--- config.mk ---
export PLATFORM = sky130hd
export DESIGN_NAME = multicycle_controller
export DESIGN_NICKNAME = d
export VERILOG_FILES = /design/src/rtl/cpu_ctrl_pkg.sv /design/src/rtl/multicycle_controller_cond_unit.sv /design/src/rtl/multicycle_controller.sv
export SDC_FILE = /design/constraint.sdc
export NUM_CORES = 1
export LEC_CHECK = 0
export BUFFER_PORTS_ARGS = -buffer_cell sky130_fd_sc_hd__buf_4
export CAP_MARGIN = 20
export CORE_MARGIN = 3
export CORE_UTILIZATION = 44
export DETAILED_ROUTE_END_ITERATION = 10
export GPL_ROUTABILITY_DRIVEN = 1
export GPL_TIMING_DRIVEN = 0
export PLACE_DENSITY = 0.85
export SYNTH_ARGS = -nofsm -noshare
export SYNTH_HDL_FRONTEND = slang
export SYNTH_SLANG_ARGS = --single-unit
export TNS_END_PERCENT = 5
--- constraint.sdc ---
create_clock -name clk -period 3.8 [get_ports clk]
set_clock_uncertainty 0.05 [all_clocks]
set_input_delay 0.19 -clock clk [delete_from_list [all_inputs] [get_ports clk]]
set_output_delay 0.19 -clock clk [all_outputs]
set_load 0.02 [all_outputs]
--- src/rtl/cpu_ctrl_pkg.sv ---
// ---------------------------------------------------------------------------
// cpu_ctrl_pkg
// Shared encodings for the multicycle ARM controller: FSM state type, ALU
// control codes, condition-field codes, mux-select constants and a helper
// that decodes the data-processing cmd field.
// No ports (package).
// ---------------------------------------------------------------------------
package cpu_ctrl_pkg;

    typedef enum logic [3:0] {
        S_FETCH    = 4'd0,
        S_DECODE   = 4'd1,
        S_MEMADR   = 4'd2,
        S_MEMREAD  = 4'd3,
        S_MEMWB    = 4'd4,
        S_MEMWRITE = 4'd5,
        S_EXECUTER = 4'd6,
        S_EXECUTEI = 4'd7,
        S_ALUWB    = 4'd8,
        S_BRANCH   = 4'd9
    } state_t;

    typedef enum logic [2:0] {
        ALU_ADD = 3'b000,
        ALU_SUB = 3'b001,
        ALU_AND = 3'b010,
        ALU_ORR = 3'b011,
        ALU_EOR = 3'b100
    } alu_ctl_t;

    typedef enum logic [3:0] {
        COND_EQ = 4'b0000,
        COND_NE = 4'b0001,
        COND_CS = 4'b0010,
        COND_CC = 4'b0011,
        COND_MI = 4'b0100,
        COND_PL = 4'b0101,
        COND_VS = 4'b0110,
        COND_VC = 4'b0111,
        COND_HI = 4'b1000,
        COND_LS = 4'b1001,
        COND_GE = 4'b1010,
        COND_LT = 4'b1011,
        COND_GT = 4'b1100,
        COND_LE = 4'b1101,
        COND_AL = 4'b1110,
        COND_NV = 4'b1111
    } cond_t;

    // result_src
    localparam logic [1:0] RES_ALUOUT = 2'b00;
    localparam logic [1:0] RES_DATA   = 2'b01;
    localparam logic [1:0] RES_ALU    = 2'b10;

    // alu_src_b
    localparam logic [1:0] SRCB_REG  = 2'b00;
    localparam logic [1:0] SRCB_IMM  = 2'b01;
    localparam logic [1:0] SRCB_FOUR = 2'b10;

    // imm_src
    localparam logic [1:0] IMM_DP  = 2'b00;
    localparam logic [1:0] IMM_MEM = 2'b01;
    localparam logic [1:0] IMM_BR  = 2'b10;

    // op field
    localparam logic [1:0] OP_DP  = 2'b00;
    localparam logic [1:0] OP_MEM = 2'b01;
    localparam logic [1:0] OP_BR  = 2'b10;

    // data-processing cmd field
    localparam logic [3:0] CMD_ADD = 4'b0100;
    localparam logic [3:0] CMD_SUB = 4'b0010;
    localparam logic [3:0] CMD_CMP = 4'b1010;
    localparam logic [3:0] CMD_AND = 4'b0000;
    localparam logic [3:0] CMD_ORR = 4'b1100;
    localparam logic [3:0] CMD_EOR = 4'b0001;
    localparam logic [3:0] CMD_MOV = 4'b1101;

    typedef struct packed {
        alu_ctl_t ctl;     // ALU operation for the execute cycle
        logic     known;   // cmd is one of the supported encodings
        logic     is_cmp;  // compare: flags only, no register writeback
        logic     is_mov;  // move: datapath passes src_b through the shifter
    } dp_dec_t;

    // Undefined encodings fall back to ADD with known=0 so that the
    // controller can suppress every write for them.
    function automatic dp_dec_t dp_decode(input logic [3:0] cmd);
        dp_dec_t d;
        d.ctl    = ALU_ADD;
        d.known  = 1'b1;
        d.is_cmp = 1'b0;
        d.is_mov = 1'b0;
        case (cmd)
            CMD_ADD: d.ctl = ALU_ADD;
            CMD_SUB: d.ctl = ALU_SUB;
            CMD_CMP: begin
                d.ctl    = ALU_SUB;
                d.is_cmp = 1'b1;
            end
            CMD_AND: d.ctl = ALU_AND;
            CMD_ORR: d.ctl = ALU_ORR;
            CMD_EOR: d.ctl = ALU_EOR;
            CMD_MOV: begin
                d.ctl    = ALU_ADD;
                d.is_mov = 1'b1;
            end
            default: d.known = 1'b0;
        endcase
        return d;
    endfunction

endpackage

--- src/rtl/multicycle_controller_cond_unit.sv ---
// ---------------------------------------------------------------------------
// cond_unit
// Holds the NZCV flags register and evaluates an instruction's cond field
// against it (combinationally, on the current register contents).
// Ports:
//   i_clk        clock, rising edge
//   i_rst_n      asynchronous active-low reset (clears flags)
//   i_cond       cond field of the instruction register
//   i_alu_flags  NZCV produced by the ALU this cycle
//   i_flag_we    load i_alu_flags into the flags register on this edge
//   o_flags      NZCV register
//   o_cond_ex    1 when the condition holds for the current flags
// ---------------------------------------------------------------------------
module cond_unit
    import cpu_ctrl_pkg::*;
(
    input  logic       i_clk,
    input  logic       i_rst_n,
    input  logic [3:0] i_cond,
    input  logic [3:0] i_alu_flags,
    input  logic       i_flag_we,
    output logic [3:0] o_flags,
    output logic       o_cond_ex
);

    logic [3:0] r_flags;
    logic       w_n;
    logic       w_z;
    logic       w_c;
    logic       w_v;

    assign w_n     = r_flags[3];
    assign w_z     = r_flags[2];
    assign w_c     = r_flags[1];
    assign w_v     = r_flags[0];
    assign o_flags = r_flags;

    always_ff @(posedge i_clk or negedge i_rst_n) begin
        if (!i_rst_n) begin
            r_flags <= 4'b0000;
        end else if (i_flag_we) begin
            r_flags <= i_alu_flags;
        end
    end

    always_comb begin
        o_cond_ex = 1'b0;
        case (cond_t'(i_cond))
            COND_EQ: o_cond_ex = w_z;
            COND_NE: o_cond_ex = ~w_z;
            COND_CS: o_cond_ex = w_c;
            COND_CC: o_cond_ex = ~w_c;
            COND_MI: o_cond_ex = w_n;
            COND_PL: o_cond_ex = ~w_n;
            COND_VS: o_cond_ex = w_v;
            COND_VC: o_cond_ex = ~w_v;
            COND_HI: o_cond_ex = w_c & ~w_z;
            COND_LS: o_cond_ex = ~w_c | w_z;
            COND_GE: o_cond_ex = (w_n == w_v);
            COND_LT: o_cond_ex = (w_n != w_v);
            COND_GT: o_cond_ex = ~w_z & (w_n == w_v);
            COND_LE: o_cond_ex = w_z | (w_n != w_v);
            COND_AL: o_cond_ex = 1'b1;
            default: o_cond_ex = 1'b0;
        endcase
    end

endmodule

--- src/rtl/multicycle_controller.sv ---
// ---------------------------------------------------------------------------
// multicycle_controller
// Moore FSM sequencing the shared-memory multicycle ARM datapath through
// FETCH / DECODE / MEMADR / MEMREAD / MEMWB / MEMWRITE / EXECUTER /
// EXECUTEI / ALUWB / BRANCH. Decodes the IR, gates writes with the
// condition check and drives every mux select and write enable.
// Optional build macro: CTRL_MEM_WAIT_EN adds the mem_ready handshake;
// without it memory is treated as always ready.
// Ports:
//   clk         clock, rising edge
//   reset       asynchronous active-low reset
//   instr       IR contents (cond, op, funct, rd)
//   alu_flags   NZCV from the ALU, current cycle
//   mem_ready   memory handshake (CTRL_MEM_WAIT_EN only)
//   pc_write, adr_src, mem_write, ir_write, reg_write, result_src,
//   alu_src_a, alu_src_b, imm_src, reg_src, alu_ctl, shift
//               datapath controls
//   carry       C bit of the flags register
//   flags       NZCV register
// ---------------------------------------------------------------------------
module multicycle_controller
    import cpu_ctrl_pkg::*;
(
    input  logic        clk,
    input  logic        reset,
    input  logic [31:0] instr,
    input  logic [3:0]  alu_flags,
`ifdef CTRL_MEM_WAIT_EN
    input  logic        mem_ready,
`endif
    output logic        pc_write,
    output logic        adr_src,
    output logic        mem_write,
    output logic        ir_write,
    output logic        reg_write,
    output logic [1:0]  result_src,
    output logic        alu_src_a,
    output logic [1:0]  alu_src_b,
    output logic [1:0]  imm_src,
    output logic [1:0]  reg_src,
    output logic [2:0]  alu_ctl,
    output logic        shift,
    output logic        carry,
    output logic [3:0]  flags
);

    state_t      r_state;
    logic        r_cond_ex;

    logic [3:0]  w_cond;
    logic [1:0]  w_op;
    logic [5:0]  w_funct;
    logic [3:0]  w_rd;
    logic        w_rd_pc;
    logic        w_mem_ready;
    logic        w_cond_ex;
    logic        w_flag_we;
    logic        w_dp_wr;
    dp_dec_t     w_dec;
    logic        w_unused_instr;

    assign w_cond  = instr[31:28];
    assign w_op    = instr[27:26];
    assign w_funct = instr[25:20];
    assign w_rd    = instr[15:12];
    assign w_rd_pc = (w_rd == 4'd15);
    assign w_dec   = dp_decode(w_funct[4:1]);

    // Rn and the immediate/shift fields are datapath concerns only.
    assign w_unused_instr = &{1'b0, instr[19:16], instr[11:0]};

`ifdef CTRL_MEM_WAIT_EN
    assign w_mem_ready = mem_ready;
`else
    assign w_mem_ready = 1'b1;
`endif

    // The condition is captured while leaving DECODE so that later cycles
    // of the same instruction see the pre-instruction flags even after
    // EXECUTE has updated the register (matters for ALUWB after CMP/ADDS).
    cond_unit u_cond (
        .i_clk       (clk),
        .i_rst_n     (reset),
        .i_cond      (w_cond),
        .i_alu_flags (alu_flags),
        .i_flag_we   (w_flag_we),
        .o_flags     (flags),
        .o_cond_ex   (w_cond_ex)
    );

    assign carry = flags[1];

    assign w_flag_we = ((r_state == S_EXECUTER) || (r_state == S_EXECUTEI)) &&
                       r_cond_ex && w_dec.known && (w_funct[0] || w_dec.is_cmp);

    // Register writeback for data-processing: not for CMP or unknown cmds.
    assign w_dp_wr = r_cond_ex & w_dec.known & ~w_dec.is_cmp;

    always_ff @(posedge clk or negedge reset) begin
        if (!reset) begin
            r_state   <= S_FETCH;
            r_cond_ex <= 1'b0;
        end else begin
            if (r_state == S_DECODE) begin
                r_cond_ex <= w_cond_ex;
            end
            case (r_state)
                S_FETCH: begin
                    if (w_mem_ready) r_state <= S_DECODE;
                end
                S_DECODE: begin
                    case (w_op)
                        OP_MEM:  r_state <= S_MEMADR;
                        OP_DP:   r_state <= w_funct[5] ? S_EXECUTEI : S_EXECUTER;
                        OP_BR:   r_state <= S_BRANCH;
                        default: r_state <= S_FETCH;
                    endcase
                end
                S_MEMADR:   r_state <= w_funct[0] ? S_MEMREAD : S_MEMWRITE;
                S_MEMREAD: begin
                    if (w_mem_ready) r_state <= S_MEMWB;
                end
                S_MEMWB:    r_state <= S_FETCH;
                S_MEMWRITE: begin
                    if (w_mem_ready) r_state <= S_FETCH;
                end
                S_EXECUTER: r_state <= S_ALUWB;
                S_EXECUTEI: r_state <= S_ALUWB;
                S_ALUWB:    r_state <= S_FETCH;
                S_BRANCH:   r_state <= S_FETCH;
                default:    r_state <= S_FETCH;
            endcase
        end
    end

    always_comb begin
        pc_write   = 1'b0;
        adr_src    = 1'b0;
        mem_write  = 1'b0;
        ir_write   = 1'b0;
        reg_write  = 1'b0;
        result_src = RES_ALUOUT;
        alu_src_a  = 1'b0;
        alu_src_b  = SRCB_REG;
        imm_src    = IMM_DP;
        reg_src    = 2'b00;
        alu_ctl    = ALU_ADD;
        shift      = 1'b0;
        case (r_state)
            S_FETCH: begin
                adr_src    = 1'b0;
                ir_write   = w_mem_ready;
                alu_src_a  = 1'b1;
                alu_src_b  = SRCB_FOUR;
                alu_ctl    = ALU_ADD;
                result_src = RES_ALU;
                pc_write   = w_mem_ready;
            end
            S_DECODE: begin
                reg_src    = 2'b01;
                alu_src_a  = 1'b1;
                alu_src_b  = SRCB_FOUR;
                alu_ctl    = ALU_ADD;
            end
            S_MEMADR: begin
                alu_src_b  = SRCB_IMM;
                imm_src    = IMM_MEM;
                reg_src    = 2'b10;
                alu_ctl    = w_funct[3] ? ALU_ADD : ALU_SUB;
            end
            S_MEMREAD: begin
                adr_src    = 1'b1;
            end
            S_MEMWB: begin
                result_src = RES_DATA;
                reg_write  = r_cond_ex;
                pc_write   = r_cond_ex & w_rd_pc;
            end
            S_MEMWRITE: begin
                adr_src    = 1'b1;
                mem_write  = r_cond_ex;
            end
            S_EXECUTER: begin
                alu_src_b  = SRCB_REG;
                alu_ctl    = w_dec.ctl;
                shift      = w_dec.is_mov;
            end
            S_EXECUTEI: begin
                alu_src_b  = SRCB_IMM;
                imm_src    = IMM_DP;
                alu_ctl    = w_dec.ctl;
                shift      = w_dec.is_mov;
            end
            S_ALUWB: begin
                result_src = RES_ALUOUT;
                reg_write  = w_dp_wr;
                pc_write   = w_dp_wr & w_rd_pc;
            end
            S_BRANCH: begin
                reg_src    = 2'b01;
                alu_src_a  = 1'b0;
                alu_src_b  = SRCB_IMM;
                imm_src    = IMM_BR;
                alu_ctl    = ALU_ADD;
                result_src = RES_ALU;
                pc_write   = r_cond_ex;
            end
            default: ;
        endcase
        // No architectural writes may escape while reset is held.
        if (!reset) begin
            pc_write  = 1'b0;
            mem_write = 1'b0;
            ir_write  = 1'b0;
            reg_write = 1'b0;
        end
    end

endmodule

==> summary.txt <==
Result of the run -> finished clean
HPWL Detailed -> 1.93 mm
Total instance count after detailed placement -> 178
Deepest level of the CTS H-tree -> 1
Final total negative setup slack -> 0 ns
Placeable core region -> 0.00180 mm^2
NumNets Final -> 197
Setup slack on the worst flop-to-flop path -> 1.80 ns
Startpoint of the worst register-to-register path -> r_state[3]$_DFF_PN0_
Number of pins with negative max-slew slack in the final report -> 0
Slew of the pin with the lowest slew margin -> 0.422 ns
Final standard cell utilization of the core -> 0.700
Overall die height -> 50.5 um
N_diodes -> 0
DR iter-0 viols -> 25
I/O pin count -> 61
Initial Util -> 0.483
Total routing usage reported by global routing -> 0.200
Max-cap violations -> 0
Reg2Reg Depth -> 7
X dimension of the die -> 50.5 um
Deepest clock path buffer count -> 2
Clock latency on the worst-skew pair -> 0.26 ns
TritonCTS clock tree -> yes
Crit path setup slack, layout -> 1.54 ns
Number of antenna violations at the first check in global routing -> 0
Clock-pin slew of the registers on the worst-case setup and hold paths -> 0.06 ns
Worst Hold Class -> input pin to flop
Total setup violations reported at the end of the flow -> 0
Leakage power summed over all cells -> 0.604 nW
Most frequent cells in the layout -> sky130_fd_sc_hd__buf_4, sky130_fd_sc_hd__nor2_1, sky130_fd_sc_hd__nand2_1
Maximum resistive drop on vdd -> 0.000392 V
Fin crit share -> 0.594
Highest net fanout along the worst path -> 10
Synthesis-to-finish area growth -> 44.8%
Per-cell via count in the routed design -> 5.26
Syn Inst Count -> 110
Number of global-route vias before repair -> 942
Worst endpoint required time -> 3.56 ns
Yosys synthesis warning count -> 0
Count of input and output buffers -> 43
Synth Area per Inst -> 7.92 um^2
Summed instance area of the synthesized netlist -> 871 um^2
Max_slew headroom -> 0.719
Fmax -> 443 MHz
Commonest non-fill, non-tap cell in the layout -> sky130_fd_sc_hd__buf_4
Vias -> 962
Sinks on the clock net -> 9
Die ar. -> 0.00255 mm^2
GRT Residual Overflow -> 0
Async S/R FF share, synth -> 1.00
Number of detailed-routing iterations run before antenna repair -> 4
Number of routed nets with antenna violations -> 0
Number of enable-type register cells in the synthesized netlist -> 0
Global placement routability congestion -> 0.797
Share of cells above drive strength 1 -> 0.367
Ys flop type -> sky130_fd_sc_hd__dfrtp_1
Category of the worst setup path capture point -> output pin
Clock buffers created by TritonCTS -> 3
Unique cell type count in the Yosys netlist -> 36
Period minus WS final -> 2.26 ns
Cell at the root of the clock tree -> sky130_fd_sc_hd__clkbuf_4
Worst setup slack after placement -> 1.84 ns
Standard-cell row count -> 15
Wirelength, routed -> 2.43 mm
PD cells -> 675 mW/mm^2
Worst setup path end -> alu_ctl[0]
Share of the yosys chip area belonging to registers -> 0.259
Crit path from -> r_state[3]$_DFF_PN0_
Data arrival, critical path -> 2.02 ns
Flip-flop and latch count after synthesis -> 9
Global-route wire length before repair -> 3.99 mm
Post-route DRC -> 0
Sort of element at the start of the critical path -> flop
Reg-to-reg endpoint -> r_cond_ex$_DFFE_PN0P_
Total of cells resized after clock tree synthesis -> 0
Setup repair after global routing missed its margin -> false
Mean routed wirelength per cell -> 13.3 um
Pin count of the biggest net entering global routing -> 13
Kind of critical path -> flop to output pin
Final Hold Fails -> 0
Number of nets produced by synthesis -> 148
Number of standard cells in the layout, taps in and fillers out -> 183
final cells by class:
type	count	area [um^2]
well taps	25	31.3
flip-flops and latches	9	225
multi-input cells	90	586
repair buffers	44	333
fillers	160	541
plain buffers	8	48.8
inverters	3	11.3
clock buffers	4	26.3
per-stage QoR:
step / power (W) / hold WS, ns / cell area, um^2
floorplan: 0.000561 / -0.156 / 871
global placement: 0.000757 / -0.0210 / 1220
detailed placement: 0.000774 / -0.0198 / 1220
CTS: 0.000851 / 0.108 / 1260
global route: 0.000914 / 0.101 / 1260
finish: 0.000852 / 0.107 / 1260
registers in the layout, indices dropped and copies added, names as in the netlist:
signal	cells
r_state	4
u_cond.o_flags	4
r_cond_ex	1
cells in the mapped netlist (3+ instances only):
library cell | n | area share
sky130_fd_sc_hd__nand4_1 | 3 | 0.022
sky130_fd_sc_hd__o21ai_0 | 4 | 0.023
sky130_fd_sc_hd__nor3b_1 | 6 | 0.052
sky130_fd_sc_hd__nor2_1 | 16 | 0.069
sky130_fd_sc_hd__nand2_1 | 11 | 0.047
sky130_fd_sc_hd__a21oi_1 | 8 | 0.046
sky130_fd_sc_hd__dfrtp_1 | 9 | 0.26
sky130_fd_sc_hd__mux2_4 | 4 | 0.069
sky130_fd_sc_hd__nand2b_1 | 4 | 0.029
sky130_fd_sc_hd__clkbuf_1 | 5 | 0.022
sky130_fd_sc_hd__mux2i_1 | 3 | 0.034
sky130_fd_sc_hd__xnor2_1 | 4 | 0.040
sky130_fd_sc_hd__nor3_1 | 4 | 0.023
how the worst min path moves through the flow:
stage / start / to / cells after the start
floorplan: reset / r_cond_ex$_DFFE_PN0P_ / 0
global placement: reset / r_cond_ex$_DFFE_PN0P_ / 1
detailed placement: reset / r_cond_ex$_DFFE_PN0P_ / 1
CTS: alu_flags[2] / u_cond.o_flags[2]$_DFFE_PN0P_ / 2
global route: alu_flags[3] / u_cond.o_flags[3]$_DFFE_PN0P_ / 2
finish: alu_flags[2] / u_cond.o_flags[2]$_DFFE_PN0P_ / 2
critical path: stages (launching register included):
cell,delay (ns)
sky130_fd_sc_hd__dfrtp_1,0.37
sky130_fd_sc_hd__clkbuf_1,0.20
sky130_fd_sc_hd__or2_1,0.27
sky130_fd_sc_hd__clkbuf_1,0.21
sky130_fd_sc_hd__nor3b_1,0.36
sky130_fd_sc_hd__inv_2,0.07
sky130_fd_sc_hd__o32ai_1,0.11
sky130_fd_sc_hd__buf_4,0.18
report_power, final:
group	switching, W	total (W)	internal (W)
clock	0.0000326	0.0000730	0.0000404
combinational	0.000321	0.000585	0.000265
sequential	0.0000558	0.000193	0.000137
per-layer routing:
metal,up-vias,global-route usage,wire length (um)
li1,486,-,-
met1,437,0.231,1010
met2,37,0.378,1240
met3,2,0.0356,179
met4,0,0.0404,7
met5,-,0,0
logic make-up after synthesis:
group	count (synthesis)	synth area share
and+or+nand+nor	55	0.343
muxes	8	0.116
AOI/OAI and AO/OA	21	0.152
DFF	9	0.259
buffers and inverters	11	0.0690
xor gates and xnor gates	6	0.0603
timing repair:
action	4_1_cts	5_1_grt
hold buffers	1	0
endpoints found under the hold margin	9	0
buffers inserted	0	0
setup endpoints to repair	0	0
(Power assumes the default switching activity.)
